--- config.mk ---
export PLATFORM = sky130hd
export DESIGN_NAME = mps_core_mc_flat
export DESIGN_NICKNAME = d
export VERILOG_FILES = /design/src/rtl/mps_core_mc_if.sv /design/src/rtl/mps_core_mc.sv /design/src/flat_wrapper.sv
export SDC_FILE = /design/constraint.sdc
export NUM_CORES = 1
export LEC_CHECK = 0
export BUFFER_PORTS_ARGS = -buffer_cell sky130_fd_sc_hd__buf_2
export CELL_PAD_IN_SITES_DETAIL_PLACEMENT = 2
export CELL_PAD_IN_SITES_GLOBAL_PLACEMENT = 2
export CORE_UTILIZATION = 32
export CTS_CLUSTER_SIZE = 40
export DETAILED_ROUTE_END_ITERATION = 10
export PLACE_DENSITY = 0.62
export SLEW_MARGIN = 10
export SYNTH_ARGS = -nofsm -noshare
export SYNTH_HDL_FRONTEND = slang
export SYNTH_SLANG_ARGS = --single-unit
--- constraint.sdc ---
create_clock -name clock -period 9.75 [get_ports clock]
set_input_delay 1.4625 -clock clock [delete_from_list [all_inputs] [get_ports clock]]
set_output_delay 1.4625 -clock clock [all_outputs]
set_load 0.03 [all_outputs]
--- src/rtl/mps_core_mc_if.sv ---
// Memory-side bundle of the multi-cycle MPS core: instruction fetch and
// data access request/acknowledge handshakes.
interface mps_core_mc_if #(
    parameter int DATA_WIDTH      = 8,
    parameter int DMEM_ADDR_WIDTH = 8,
    parameter int IMEM_ADDR_WIDTH = 8
);
    logic                       imem_req;
    logic [IMEM_ADDR_WIDTH-1:0] imem_addr;
    logic                       imem_ack;
    logic [15:0]                imem_value;
    logic                       dmem_req;
    logic                       dmem_wenable;
    logic [DMEM_ADDR_WIDTH-1:0] dmem_addr;
    logic [DATA_WIDTH-1:0]      dmem_wvalue;
    logic                       dmem_ack;
    logic [DATA_WIDTH-1:0]      dmem_rvalue;

    // Core side: drives requests, receives acknowledges and data.
    modport master (
        output imem_req, imem_addr,
        input  imem_ack, imem_value,
        output dmem_req, dmem_wenable, dmem_addr, dmem_wvalue,
        input  dmem_ack, dmem_rvalue
    );

    // Memory side: receives requests, returns acknowledges and data.
    modport slave (
        input  imem_req, imem_addr,
        output imem_ack, imem_value,
        input  dmem_req, dmem_wenable, dmem_addr, dmem_wvalue,
        output dmem_ack, dmem_rvalue
    );
endinterface

--- src/rtl/mps_core_mc.sv ---
// Multi-cycle MPS core: FETCH -> EXEC -> (MEM) -> FETCH, with handshaked
// instruction/data memories, JNZ and a sticky FAULT state on illegal opcodes.
// Opcode encodings follow the MPS set (SET=0 .. STORE=11); JNZ takes 4'hC,
// the first unused encoding. 4'hD..4'hF are illegal.
module mps_core_mc #(
    parameter int DATA_WIDTH      = 8,
    parameter int DMEM_ADDR_WIDTH = 8,
    parameter int IMEM_ADDR_WIDTH = 8,
    parameter int REGS_COUNT      = 16
) (
    input  logic          clock,
    input  logic          nreset,
    mps_core_mc_if.master bus,
    output logic          retire,
    output logic          fault
);
    localparam logic [3:0] OP_SET   = 4'h0;
    localparam logic [3:0] OP_DUP   = 4'h1;
    localparam logic [3:0] OP_ADD   = 4'h2;
    localparam logic [3:0] OP_SUB   = 4'h3;
    localparam logic [3:0] OP_LSH   = 4'h4;
    localparam logic [3:0] OP_RSH   = 4'h5;
    localparam logic [3:0] OP_OR    = 4'h6;
    localparam logic [3:0] OP_AND   = 4'h7;
    localparam logic [3:0] OP_XOR   = 4'h8;
    localparam logic [3:0] OP_NOT   = 4'h9;
    localparam logic [3:0] OP_LOAD  = 4'hA;
    localparam logic [3:0] OP_STORE = 4'hB;
    localparam logic [3:0] OP_JNZ   = 4'hC;

    typedef enum logic [1:0] {
        ST_FETCH = 2'd0,
        ST_EXEC  = 2'd1,
        ST_MEM   = 2'd2,
        ST_FAULT = 2'd3
    } state_t;

    state_t                     state_r;
    logic [15:0]                instr_r;
    logic [IMEM_ADDR_WIDTH-1:0] pc_r;
    logic [DATA_WIDTH-1:0]      regs_r [0:15];
    logic                       imem_req_r;
    logic                       dmem_req_r;
    logic                       dmem_wenable_r;
    logic [DMEM_ADDR_WIDTH-1:0] dmem_addr_r;
    logic [DATA_WIDTH-1:0]      dmem_wvalue_r;
    logic                       retire_r;
    logic                       fault_r;

    logic [3:0]                 opcode_s;
    logic [3:0]                 rd_s;
    logic [3:0]                 ra_s;
    logic [3:0]                 rb_s;
    logic [7:0]                 imm_s;
    logic [DATA_WIDTH-1:0]      op_a_s;
    logic [DATA_WIDTH-1:0]      op_b_s;
    logic [DATA_WIDTH-1:0]      alu_s;
    logic                       legal_s;
    logic                       shift_big_s;
    logic [IMEM_ADDR_WIDTH-1:0] pc_inc_s;

    // r0 and indices beyond the implemented register count read 0 and drop writes.
    function automatic logic reg_valid(input logic [3:0] idx);
        return (idx != 4'd0) && (int'(idx) < REGS_COUNT);
    endfunction

    assign opcode_s    = instr_r[3:0];
    assign rd_s        = instr_r[7:4];
    assign ra_s        = instr_r[11:8];
    assign rb_s        = instr_r[15:12];
    assign imm_s       = instr_r[15:8];
    assign op_a_s      = reg_valid(ra_s) ? regs_r[ra_s] : '0;
    assign op_b_s      = reg_valid(rb_s) ? regs_r[rb_s] : '0;
    assign shift_big_s = (op_b_s >= DATA_WIDTH'(DATA_WIDTH));
    assign pc_inc_s    = pc_r + IMEM_ADDR_WIDTH'(1);

    // ALU result and legality of the latched instruction.
    always_comb begin
        alu_s   = '0;
        legal_s = 1'b1;
        case (opcode_s)
            OP_SET:   alu_s = DATA_WIDTH'(imm_s);
            OP_DUP:   alu_s = op_a_s;
            OP_ADD:   alu_s = op_a_s + op_b_s;
            OP_SUB:   alu_s = op_a_s - op_b_s;
            OP_LSH:   alu_s = shift_big_s ? '0 : (op_a_s << op_b_s);
            OP_RSH:   alu_s = shift_big_s ? '0 : (op_a_s >> op_b_s);
            OP_OR:    alu_s = op_a_s | op_b_s;
            OP_AND:   alu_s = op_a_s & op_b_s;
            OP_XOR:   alu_s = op_a_s ^ op_b_s;
            OP_NOT:   alu_s = ~op_a_s;
            OP_LOAD:  alu_s = '0;
            OP_STORE: alu_s = '0;
            OP_JNZ:   alu_s = '0;
            default:  legal_s = 1'b0;
        endcase
    end

    // Control FSM, register file, PC and all registered outputs.
    always_ff @(posedge clock) begin
        if (!nreset) begin
            state_r        <= ST_FETCH;
            instr_r        <= 16'h0000;
            pc_r           <= '0;
            imem_req_r     <= 1'b0;
            dmem_req_r     <= 1'b0;
            dmem_wenable_r <= 1'b0;
            dmem_addr_r    <= '0;
            dmem_wvalue_r  <= '0;
            retire_r       <= 1'b0;
            fault_r        <= 1'b0;
            for (int i = 0; i < 16; i++) begin
                regs_r[i] <= '0;
            end
        end else begin
            retire_r <= 1'b0;
            case (state_r)
                ST_FETCH: begin
                    // An ack only counts while our request is actually visible,
                    // so a stale ack right after reset is ignored.
                    if (imem_req_r && bus.imem_ack) begin
                        instr_r    <= bus.imem_value;
                        imem_req_r <= 1'b0;
                        state_r    <= ST_EXEC;
                    end else begin
                        imem_req_r <= 1'b1;
                    end
                end
                ST_EXEC: begin
                    case (opcode_s)
                        OP_LOAD, OP_STORE: begin
                            dmem_req_r     <= 1'b1;
                            dmem_wenable_r <= (opcode_s == OP_STORE);
                            dmem_addr_r    <= DMEM_ADDR_WIDTH'(op_a_s);
                            dmem_wvalue_r  <= op_b_s;
                            state_r        <= ST_MEM;
                        end
                        OP_JNZ: begin
                            pc_r       <= (op_a_s != '0) ? IMEM_ADDR_WIDTH'(op_b_s) : pc_inc_s;
                            retire_r   <= 1'b1;
                            imem_req_r <= 1'b1;
                            state_r    <= ST_FETCH;
                        end
                        default: begin
                            if (legal_s) begin
                                if (reg_valid(rd_s)) begin
                                    regs_r[rd_s] <= alu_s;
                                end
                                pc_r       <= pc_inc_s;
                                retire_r   <= 1'b1;
                                imem_req_r <= 1'b1;
                                state_r    <= ST_FETCH;
                            end else begin
                                fault_r <= 1'b1;
                                state_r <= ST_FAULT;
                            end
                        end
                    endcase
                end
                ST_MEM: begin
                    if (bus.dmem_ack) begin
                        if (!dmem_wenable_r && reg_valid(rd_s)) begin
                            regs_r[rd_s] <= bus.dmem_rvalue;
                        end
                        dmem_req_r     <= 1'b0;
                        dmem_wenable_r <= 1'b0;
                        dmem_addr_r    <= '0;
                        dmem_wvalue_r  <= '0;
                        pc_r           <= pc_inc_s;
                        retire_r       <= 1'b1;
                        imem_req_r     <= 1'b1;
                        state_r        <= ST_FETCH;
                    end else begin
                        state_r <= ST_MEM;
                    end
                end
                ST_FAULT: begin
                    state_r <= ST_FAULT;
                end
                default: begin
                    state_r <= ST_FAULT;
                    fault_r <= 1'b1;
                end
            endcase
        end
    end

    assign bus.imem_req     = imem_req_r;
    assign bus.imem_addr    = pc_r;
    assign bus.dmem_req     = dmem_req_r;
    assign bus.dmem_wenable = dmem_wenable_r;
    assign bus.dmem_addr    = dmem_addr_r;
    assign bus.dmem_wvalue  = dmem_wvalue_r;
    assign retire           = retire_r;
    assign fault            = fault_r;
endmodule

--- src/flat_wrapper.sv ---
// flat-port wrapper written by rule: the top's interface ports become plain ports
module mps_core_mc_flat 
#(
    parameter int DATA_WIDTH      = 8,
    parameter int DMEM_ADDR_WIDTH = 8,
    parameter int IMEM_ADDR_WIDTH = 8,
    parameter int REGS_COUNT      = 16
)
  (clock, nreset, retire, fault, bus_imem_req, bus_imem_addr, bus_imem_ack, bus_imem_value, bus_dmem_req, bus_dmem_wenable, bus_dmem_addr, bus_dmem_wvalue, bus_dmem_ack, bus_dmem_rvalue);
  mps_core_mc_if #(.DATA_WIDTH(DATA_WIDTH), .DMEM_ADDR_WIDTH(DMEM_ADDR_WIDTH), .IMEM_ADDR_WIDTH(IMEM_ADDR_WIDTH)) bus_i ();
  input  logic clock;
  input  logic nreset;
  output logic retire;
  output logic fault;
  output wire logic [$bits(bus_i.imem_req)-1:0] bus_imem_req;
  output wire logic [$bits(bus_i.imem_addr)-1:0] bus_imem_addr;
  input wire logic [$bits(bus_i.imem_ack)-1:0] bus_imem_ack;
  input wire logic [$bits(bus_i.imem_value)-1:0] bus_imem_value;
  output wire logic [$bits(bus_i.dmem_req)-1:0] bus_dmem_req;
  output wire logic [$bits(bus_i.dmem_wenable)-1:0] bus_dmem_wenable;
  output wire logic [$bits(bus_i.dmem_addr)-1:0] bus_dmem_addr;
  output wire logic [$bits(bus_i.dmem_wvalue)-1:0] bus_dmem_wvalue;
  input wire logic [$bits(bus_i.dmem_ack)-1:0] bus_dmem_ack;
  input wire logic [$bits(bus_i.dmem_rvalue)-1:0] bus_dmem_rvalue;
  assign bus_imem_req = bus_i.imem_req;
  assign bus_imem_addr = bus_i.imem_addr;
  assign bus_i.imem_ack = bus_imem_ack;
  assign bus_i.imem_value = bus_imem_value;
  assign bus_dmem_req = bus_i.dmem_req;
  assign bus_dmem_wenable = bus_i.dmem_wenable;
  assign bus_dmem_addr = bus_i.dmem_addr;
  assign bus_dmem_wvalue = bus_i.dmem_wvalue;
  assign bus_i.dmem_ack = bus_dmem_ack;
  assign bus_i.dmem_rvalue = bus_dmem_rvalue;
  mps_core_mc #(.DATA_WIDTH(DATA_WIDTH), .DMEM_ADDR_WIDTH(DMEM_ADDR_WIDTH), .IMEM_ADDR_WIDTH(IMEM_ADDR_WIDTH), .REGS_COUNT(REGS_COUNT)) u_core (.clock(clock), .nreset(nreset), .bus(bus_i), .retire(retire), .fault(fault));
endmodule
==> results.md, run 1 <==
Die:
- The die extent in x is about 190 um.
- The initial standard-cell utilization of the core is 0.328.
- The full die area is roughly 35000 um2.
- The floorplan has 67 rows.
- The top-level I/O count is 57.
- In this run the vertical extent of the chip is ~190 um.
- The area inside the core boundary is 33800 um2.

Timing:
- The worst pin sits at a relative slew slack of 0.280.
- The slew at the pin closest to its max-slew limit is ~1.1 ns.
- Setup violations remaining at the end of the flow were counted as 0.
- The number of max-slew violations in the final report is 0.
- Across the routed clock network, the largest skew measured is 0.0143 ns.
- Setup repair after global routing left no endpoint under its margin.
- The count of final hold-check violations is 0.
- On the final layout, the worst hold slack is between 0.4 and 0.5 ns.
- The final critical path time including I/O delays and setup is 5.91 ns.
- After layout, the worst setup slack is 3.84 ns.
- The final worst-path cycle share is 0.606.
- For the final routed database, the setup TNS stands at 0 ns.
- For this run, the top clock speed supported by timing is 169 MHz.

Setup path:
- The slowest library cell on the worst path is sky130_fd_sc_hd__o221ai_2.
- Walking the worst path, the cells encountered are nor4_2 -> or2_0 -> o22a_1 -> inv_1 -> or2_0 -> nor4_1 -> a21oi_1 -> xnor2_1 -> ha_1 -> a21oi_1 -> xnor2_1 -> a221oi_1 -> o31ai_1 -> o221ai_2 -> nor2_1.
- Among cell families on the critical path, the largest total delay comes from simple AND/OR/NAND/NOR gates.
- The number of logic stages on the critical path including buffering is 15.
- The worst setup path endpoint is u_core.regs_r[11][6].
- Tracing the worst setup path back leads to its startpoint at u_core.instr_r[15].
- The beginning of the worst register-to-register path is u_core.instr_r[15].
- The setup check on the worst reg-to-reg path leaves a slack of 3.84 ns.
- The data arrival at the endpoint of the critical path is 6.07 ns.
- The largest fanout of any net on the critical path is 15.
- The maximum single-stage delay on the critical path is 0.72 ns.
- For the worst setup path, the data required time is around 9.9 ns.
- The worst reg2reg path depth is 15.
- Counting both buffers and inverters, the worst setup path holds a total of 1.
- The worst register-to-register path ends at u_core.regs_r[11][6].
- The startpoint type of the worst setup path is a register.
- The worst setup path is captured at a register.
- The critical path class is reg2reg.

Yosys:
- The share of the synthesized area in the top cell type is 0.347.
- The fraction of the yosys area taken by sequential cells is 0.446.
- In the synthesized netlist, the cells that appear most often are 169 x sky130_fd_sc_hd__nor2_1, 128 x sky130_fd_sc_hd__edfxtp_1, 103 x sky130_fd_sc_hd__nand2_1.
- Among all flip-flop cells after synthesis, the most frequent one is sky130_fd_sc_hd__edfxtp_1.
- The largest total area in the synthesized netlist belongs to sky130_fd_sc_hd__edfxtp_1.
- The most common cell in the netlist is sky130_fd_sc_hd__nor2_1.
- The yosys synthesis warning count is 0.
- In this run, distinct cell masters in the synthesized netlist total 77.
- The total standard cell area after synthesis is 11100 um2.
- The average size of a mapped cell is 10.8 um2.
- Counting flops and latches in the post-synthesis netlist gives 183.
- The share of flip-flops with an asynchronous set or reset after synthesis is 0.
- The gate count after technology mapping is 1029.
- Counting flops with a built-in enable in the synthesized netlist gives 128.
- Sorting the synthesized cells by area gives the leading types as sky130_fd_sc_hd__edfxtp_1 35%, sky130_fd_sc_hd__mux4_2 12%, sky130_fd_sc_hd__dfxtp_1 9.9%.

Drt:
- In the routed layout, each cell is associated on average with a via count of 5.70.
- The met2 routed wirelength is 19.3 mm.
- For this block, the routed nets add up to between 40 and 50 mm of wire.
- After the first detailed-routing iteration, the DRC count stood at 646.
- The length of the first detailed-routing pass in iterations is 5.
- The remaining routing DRC violations is 0.
- The count of nets left with antenna violations once routing finished came out at 0.
- In this run the top signal layer used is met4.
- The detailed-route via count is 8737.
- For this block, wires on met1 add up to 20.5 mm.
- Dividing the detail-routed wire length by the instance count gives 27.3 um.
- The met3 wirelength from detailed routing is 1.36 mm.

Layout:
- The number of antenna diodes in the final layout is 0.
- The final cell count without fillers is 1533.
- In the final layout, the share of cells above drive strength 1 is 0.210.
- The final design utilization is 0.367.
- The final net count is approximately 1100.
- Relative to the synthesized area, the layout overhead comes to 11.9%.

Placement:
- Counting tap cells, the placed design contains a total of 1501 instances.
- The final HPWL from detailed placement is 30.5 mm.
- At the placement stage, the worst setup path has a slack of 3.83 ns.
- During placement, the flow inserted port buffers numbering 56.
- The final estimated routing congestion in global placement is between 0.8 and 0.9.

Status:
- The flow ran to the end, and the final reports show no timing, DRC or antenna violations.

Clock tree:
- The clock passes through at most 2 buffers.
- The number of gates resized after CTS is 0.
- Clock-pin slew was measured on the worst setup and hold paths at 0.07 ns.
- The number of buffers added by the clock tree synthesis step is 17.
- The total number of clock tree sinks is 183.
- The deepest level of the CTS H-tree is 4.
- The tree is rooted in a sky130_fd_sc_hd__clkbuf_16.
- The number of buffers added to fix hold violations after cts is 0.
- TritonCTS built the clock tree.
- For the worst-skew pair, the clock arrives at the later sink with an insertion delay of 0.45 ns.
- The setup fix buffers added after clock tree synthesis is 0.

Power and ir drop:
- The cell leakage power is between 4 and 5 nW.
- In this run the power density over the cells is roughly 170 nW/um2.
- VDD sags by at most 0.000109 V.

Global routing:
- The first global-routing pass estimated 62.4 mm of wire.
- Entering global routing, the biggest net connects 43 pins.
- For this run, the total global-route usage over all layers was measured as 0.241.
- Summed over all layers, the global routing overflow is 0.
- The via count of the first global-routing pass is ~9000.
- The initial antenna violation count is 0.

Run:
- The number of maximum-capacitance violations is 0.

Hold path:
- The tightest min-delay check is of the reg2reg type.
how the worst min path moves through the flow:
stage	cells after the start	to	slack [ns]	startpoint
floorplan	2	u_core.instr_r[7]	0.48	u_core.instr_r[7]
global placement	2	u_core.fault	0.46	u_core.fault
detailed placement	2	u_core.fault	0.47	u_core.fault
CTS	2	u_core.bus.dmem_req	0.49	u_core.bus.dmem_req
global route	2	u_core.fault	0.52	u_core.fault
finish	2	u_core.fault	0.48	u_core.fault
worst reg2reg max path, cell delays in order (launching register included):
cell	delay, ns
sky130_fd_sc_hd__dfxtp_1	0.38
sky130_fd_sc_hd__nor4_2	0.68
sky130_fd_sc_hd__or2_0	0.55
sky130_fd_sc_hd__o22a_1	0.61
sky130_fd_sc_hd__inv_1	0.40
sky130_fd_sc_hd__or2_0	0.50
sky130_fd_sc_hd__nor4_1	0.36
sky130_fd_sc_hd__a21oi_1	0.10
sky130_fd_sc_hd__xnor2_1	0.16
sky130_fd_sc_hd__ha_1	0.35
sky130_fd_sc_hd__a21oi_1	0.17
sky130_fd_sc_hd__xnor2_1	0.09
sky130_fd_sc_hd__a221oi_1	0.30
sky130_fd_sc_hd__o31ai_1	0.15
sky130_fd_sc_hd__o221ai_2	0.72
sky130_fd_sc_hd__nor2_1	0.11
layer usage:
layer | track usage | vias up
met1 | 0.351 | 4611
met5 | 0 | -
met2 | 0.379 | 184
met3 | 0.0303 | 40
li1 | - | 3902
met4 | 0.0547 | 0
stage by stage:
step | total power [W] | area (um2)
finish | 0.00212 | 12400
global route | 0.00220 | 12400
CTS | 0.00214 | 12400
detailed placement | 0.00140 | 11800
global placement | 0.00140 | 11800
floorplan | 0.00123 | 11100
power breakdown:
group | switching, W | total [W] | internal, W | leakage (nW)
clock network | 0.000327 | 0.000733 | 0.000406 | 0.288
registers | 0.0000287 | 0.000886 | 0.000857 | 1.76
logic | 0.000323 | 0.000502 | 0.000179 | 2.27
cells in the final DEF (no fill, tap or decap), types with 9 or more instances in the layout:
master                      synthesis  layout
sky130_fd_sc_hd__nor2_1           169     169
sky130_fd_sc_hd__edfxtp_1         128     128
sky130_fd_sc_hd__nand2_1          103     103
sky130_fd_sc_hd__mux4_2            59      59
sky130_fd_sc_hd__mux2i_1           56      56
sky130_fd_sc_hd__buf_2             19      56
sky130_fd_sc_hd__dfxtp_1           55      53
sky130_fd_sc_hd__a21oi_1           36      36
sky130_fd_sc_hd__o21ai_0           30      30
sky130_fd_sc_hd__ha_1              29      29
sky130_fd_sc_hd__inv_1             28      28
sky130_fd_sc_hd__buf_4              2      27
sky130_fd_sc_hd__a22oi_1           25      25
sky130_fd_sc_hd__nand3_1           22      22
sky130_fd_sc_hd__nor2_2            20      20
sky130_fd_sc_hd__nor3_1            20      19
sky130_fd_sc_hd__clkbuf_16          0      17
sky130_fd_sc_hd__xnor2_1           11      11
sky130_fd_sc_hd__nand2b_1          10      10
sky130_fd_sc_hd__nor2b_1            9       9
sky130_fd_sc_hd__a221oi_1           9       9
sky130_fd_sc_hd__o22ai_2            9       9
flip-flops by register name, indices dropped and copies added (netlist names), named ones only:
signal and cells:
u_core.retire 1, u_core.regs_r 128, u_core.fault 1, u_core.bus.dmem_wenable 1, u_core.instr_r 16, u_core.bus.imem_req 1
u_core.bus.dmem_addr 8, u_core.bus.imem_addr 8, u_core.state_r 2, u_core.bus.dmem_req 1, u_core.bus.dmem_wvalue 8
cells by family (layout without fill, tap and decap cells):
kind of cell,Yosys count,count (layout),synth area share
mux,123,123,0.179
flops,183,183,0.446
simple gates,398,398,0.162
buf+inv,98,147,0.0438
fa+ha+maj,30,30,0.0345
other cells,1,8,0.000338
compound gates,177,177,0.120
xor+xnor,19,19,0.0150
cell type report:
| cell class | instances | area, um2 |
|---|---|---|
| repair buffers | 83 | 483 |
| flip-flops and latches | 183 | 4950 |
| clock inverters | 14 | 173 |
| well taps | 448 | 561 |
| clock buffers | 18 | 429 |
| inverters | 32 | 120 |
| fillers | 3634 | 21400 |
| multi-input cells | 755 | 5700 |
(Power assumes the default switching activity.)
==> inputs of run 2 (changes only) <==
PLACE_DENSITY = 0.64   (was 0.62)
clock period = 5.3 ns   (was 9.75 ns; I/O delays follow)
==> run 2 against run 1 <==
Effect of this change:
- non-clock buffer count is 27 higher
- clock skew is 0.0021 ns lower
- sequential share of layout area is 0.62 points lower
- global-route usage is 0.43 points higher
- power is 83% higher
- sequential power is 85% higher
- critical endpoint is now u_core.regs_r[3][7]
- largest cell class unchanged
==> results.md, run 2 (synthesized netlist as in run 1, its figures left out) <==
Status:
- The run finished with clean final reports.

Die:
- The initial standard-cell utilization of the core is 0.328 (unchanged).
- The y dimension of the die is 188 um (unchanged).
- The total number of placement rows was 67 (unchanged).
- The area inside the core boundary came to 33800 um2 (unchanged).
- The die extent in x came to 188 um (unchanged).
- The full die area is 35400 um2 (unchanged).
- The top-level I/O count is 57 (unchanged).

Drt:
- The number of design-rule violations left by the first detailed-router iteration was 669 (+3.6%).
- The total length of routed wires came to 42.4 mm (+1.5%).
- The post-route met1 wirelength is 20.3 mm (-0.63%).
- The via count normalized by instance count is 5.66 (-0.77%).
- The detailed-route via count is 8822 (+0.97%).
- The remaining routing DRC violations came to 0 (unchanged).
- Signal routing reaches up to met4.
- The met3 wirelength from detailed routing is 1.33 mm (-2.5%).
- The final antenna-violating net count came to 0 (unchanged).
- The length of the first detailed-routing pass in iterations is 5 (unchanged).
- The routed wirelength normalized by instance count came to 27.2 um (-0.29%).
- The met2 routed wirelength is 20.3 mm (+4.9%).

Setup path:
- The data arrival at the endpoint of the critical path is 5.06 ns (-1.01 ns).
- The register-to-register setup slack is 0.41 ns (-3.43 ns).
- The endpoint identified for the worst register-to-register timing path is u_core.regs_r[3][7].
- The worst reg2reg path depth came to 17 (+2).
- The required time of the critical path came to 5.47 ns (-4.44 ns).
- The largest fanout of any net on the critical path is 21 (+6).
- The critical path class is reg2reg.
- The worst setup path is launched from a register.
- In this run the worst setup path terminates at u_core.regs_r[3][7].
- STA classifies the critical path endpoint as a register.

Power and ir drop:
- The cell leakage power is 4.45 nW (+3.0%).
- The power density of the placed cells is 308 nW/um2 (+80%).
- The proportion of power drawn by the clock network is 0.332 (-0.014).
- The internal power summed over all cells was 0.00264 W (+83%).
- The power spent charging and discharging nets came to 0.00125 W (+84%).
- The switching power as a share of total power is 0.322 (+0.00171).
- The sequential share of power came to 0.420 (+0.002).
- The highest ir drop seen on vdd is 0.000225 V (+110%).
- The fraction of power consumed by combinational cells came to 0.247 (+0.010).

Placement:
- The final estimated routing congestion in global placement is 0.853 (-1.8%).
- The final HPWL from detailed placement is 32.2 mm (+5.6%).
- The total of buffers placed on input and output ports came to 56 (unchanged).

Global routing:
- The via count of the first global-routing pass was 9509 (+2.7%).
- The largest net degree at the start of global routing is 54 (+26%).
- The initial antenna violation count is 0 (unchanged).
- The wire length of the first global-routing pass is 63.8 mm (+2.3%).
- The global-route usage over all layers is 0.245 (+0.00425).
- The global-route congestion overflow total is 0 (unchanged).

Clock tree:
- The setup fix buffers added after clock tree synthesis is 0 (unchanged).
- The number of buffers added to fix hold violations after cts is 0 (unchanged).
- The buffer levels on the longest clock path was 2 (unchanged).
- The register clock-pin slew on the reported worst setup and hold paths was 0.07 ns (about the same).
- The total number of clock tree sinks came to 183 (unchanged).
- The number of gates resized after CTS was 0 (unchanged).
- The deepest level of the CTS H-tree came to 4 (unchanged).
- The clock tree from TritonCTS is built.
- The clock root buffer master is sky130_fd_sc_hd__clkbuf_16.
- The number of buffers added by the clock tree synthesis step came to 17 (unchanged).
- The latest clock arrival within the worst-skew pair is 0.44 ns (about the same).

Layout:
- Relative to the synthesized area, the layout overhead comes to 13.8%.
- The largest registers in the layout are u_core.regs_r: 128 flops, u_core.instr_r: 16 flops.
- The final-layout fill cell count came to 3630 (-0.11%).
- The most common library cell in the layout ignoring fill and taps is sky130_fd_sc_hd__nor2_1.
- The antenna diode instance count is 0 (unchanged).
- The final net count is 1157 (+2.4%).
- The flip-flop count of the largest register after layout was 128 (unchanged).
- The register with the most flip-flops is u_core.regs_r.
- The library cells used most frequently in the layout, excluding fill and tap cells, are 169 x sky130_fd_sc_hd__nor2_1, 128 x sky130_fd_sc_hd__edfxtp_1, 103 x sky130_fd_sc_hd__nand2_1.
- The final design utilization is 0.373 (+0.00611).
- The fraction of final layout cells with drive strength greater than 1 is 0.231 (+0.0210).

Hold path:
- The type of the worst min-delay path is reg2reg.
- In this run the most critical hold path is launched from u_core.fault.

Run:
- The number of maximum-capacitance violations was 0 (unchanged).

Timing:
- The final worst-path cycle share came to 0.923 (+0.316).
- The final critical path time including I/O delays and setup is 4.89 ns (-1.02 ns).
- The count of final hold-check violations is 0 (unchanged).
- The relative max-transition margin is 0.196 (-0.0838).
- The maximum clock skew at final layout is 0.0122 ns (-0.00212 ns).
- The number of setup violations in the final report is 0 (unchanged).
- The achievable clock frequency was 204 MHz (+21%).
- The slew at the pin closest to its max-slew limit came to 1.20 ns (+0.121 ns).
- The number of max-slew violations in the final report is 0 (unchanged).
- The aggregate negative setup slack is 0 ns (unchanged).
- Setup repair after global routing left no endpoint under its margin.
==> run 2: cell count changes in the layout (fill, tap and decap cells not counted), sizes merged <==
cell and change:
buf +27, bufinv -1, clkinv -1, clkinvlp +2
==> run 2: worst min-delay path by stage <==
stage | endpoint | depth (start not counted)
after floorplan | u_core.instr_r[7] | 2
after global placement | u_core.fault | 2
after detailed placement | u_core.fault | 2
after CTS | u_core.fault | 2
after global routing | u_core.fault | 2
final | u_core.fault | 2
==> run 2: layout make-up <==
| cell class | count | area, um2 | area share |
|---|---|---|---|
| Clock buffer | 18 | 429 | 0.0340 |
| Tap cell | 448 | 561 | 0.0444 |
| Inverter | 32 | 120 | 0.00952 |
| Clock inverter | 14 | 148 | 0.0117 |
| Sequential cell | 183 | 4950 | 0.392 |
| Multi-Input combinational cell | 755 | 5700 | 0.452 |
| Timing Repair Buffer | 110 | 711 | 0.0563 |
==> run 2: layer usage <==
layer / global-route usage / vias to the layer above
met4: 0.0453 / 0
li1: - / 3955
met2: 0.401 / 156
met5: 0 / -
met1: 0.350 / 4680
met3: 0.0281 / 31
==> run 2: worst max-delay path: stages, from the launching register on <==
cell	delay (ns)
sky130_fd_sc_hd__dfxtp_4	0.49
sky130_fd_sc_hd__buf_4	0.20
sky130_fd_sc_hd__buf_4	0.32
sky130_fd_sc_hd__mux4_2	0.57
sky130_fd_sc_hd__mux2i_1	0.18
sky130_fd_sc_hd__o22ai_2	0.30
sky130_fd_sc_hd__nor4_2	0.39
sky130_fd_sc_hd__a21oi_1	0.10
sky130_fd_sc_hd__xnor2_1	0.28
sky130_fd_sc_hd__ha_1	0.33
sky130_fd_sc_hd__or3_1	0.32
sky130_fd_sc_hd__o21ai_0	0.10
sky130_fd_sc_hd__a21oi_1	0.10
sky130_fd_sc_hd__xnor2_1	0.22
sky130_fd_sc_hd__xnor2_1	0.10
sky130_fd_sc_hd__a221oi_2	0.22
sky130_fd_sc_hd__buf_4	0.30
sky130_fd_sc_hd__nor2_1	0.09
==> run 2: power groups by stage <==
stage	combinational (W)	sequential (W)	clock [W]
floorplan	0.000628	0.00164	0
global route	0.00103	0.00164	0.00137
detailed placement	0.000954	0.00167	0
global placement	0.000943	0.00166	0
CTS	0.000959	0.00164	0.00131
finish	0.000962	0.00164	0.00129
==> run 2: stage by stage <==
| step | cells | hold slack (ns) | area, um2 | setup slack (ns) | total power (W) |
|---|---|---|---|---|---|
| after floorplan | 1036 | 0.483 | 11100 | 1.00 | 0.00227 |
| after global placement | 1528 | 0.454 | 12000 | 0.228 | 0.00261 |
| after detailed placement | 1528 | 0.467 | 12000 | 0.206 | 0.00262 |
| after CTS | 1560 | 0.488 | 12600 | 0.183 | 0.00391 |
| after global routing | 1560 | 0.510 | 12600 | 0.0243 | 0.00404 |
| final | 1560 | 0.486 | 12600 | 0.409 | 0.00389 |
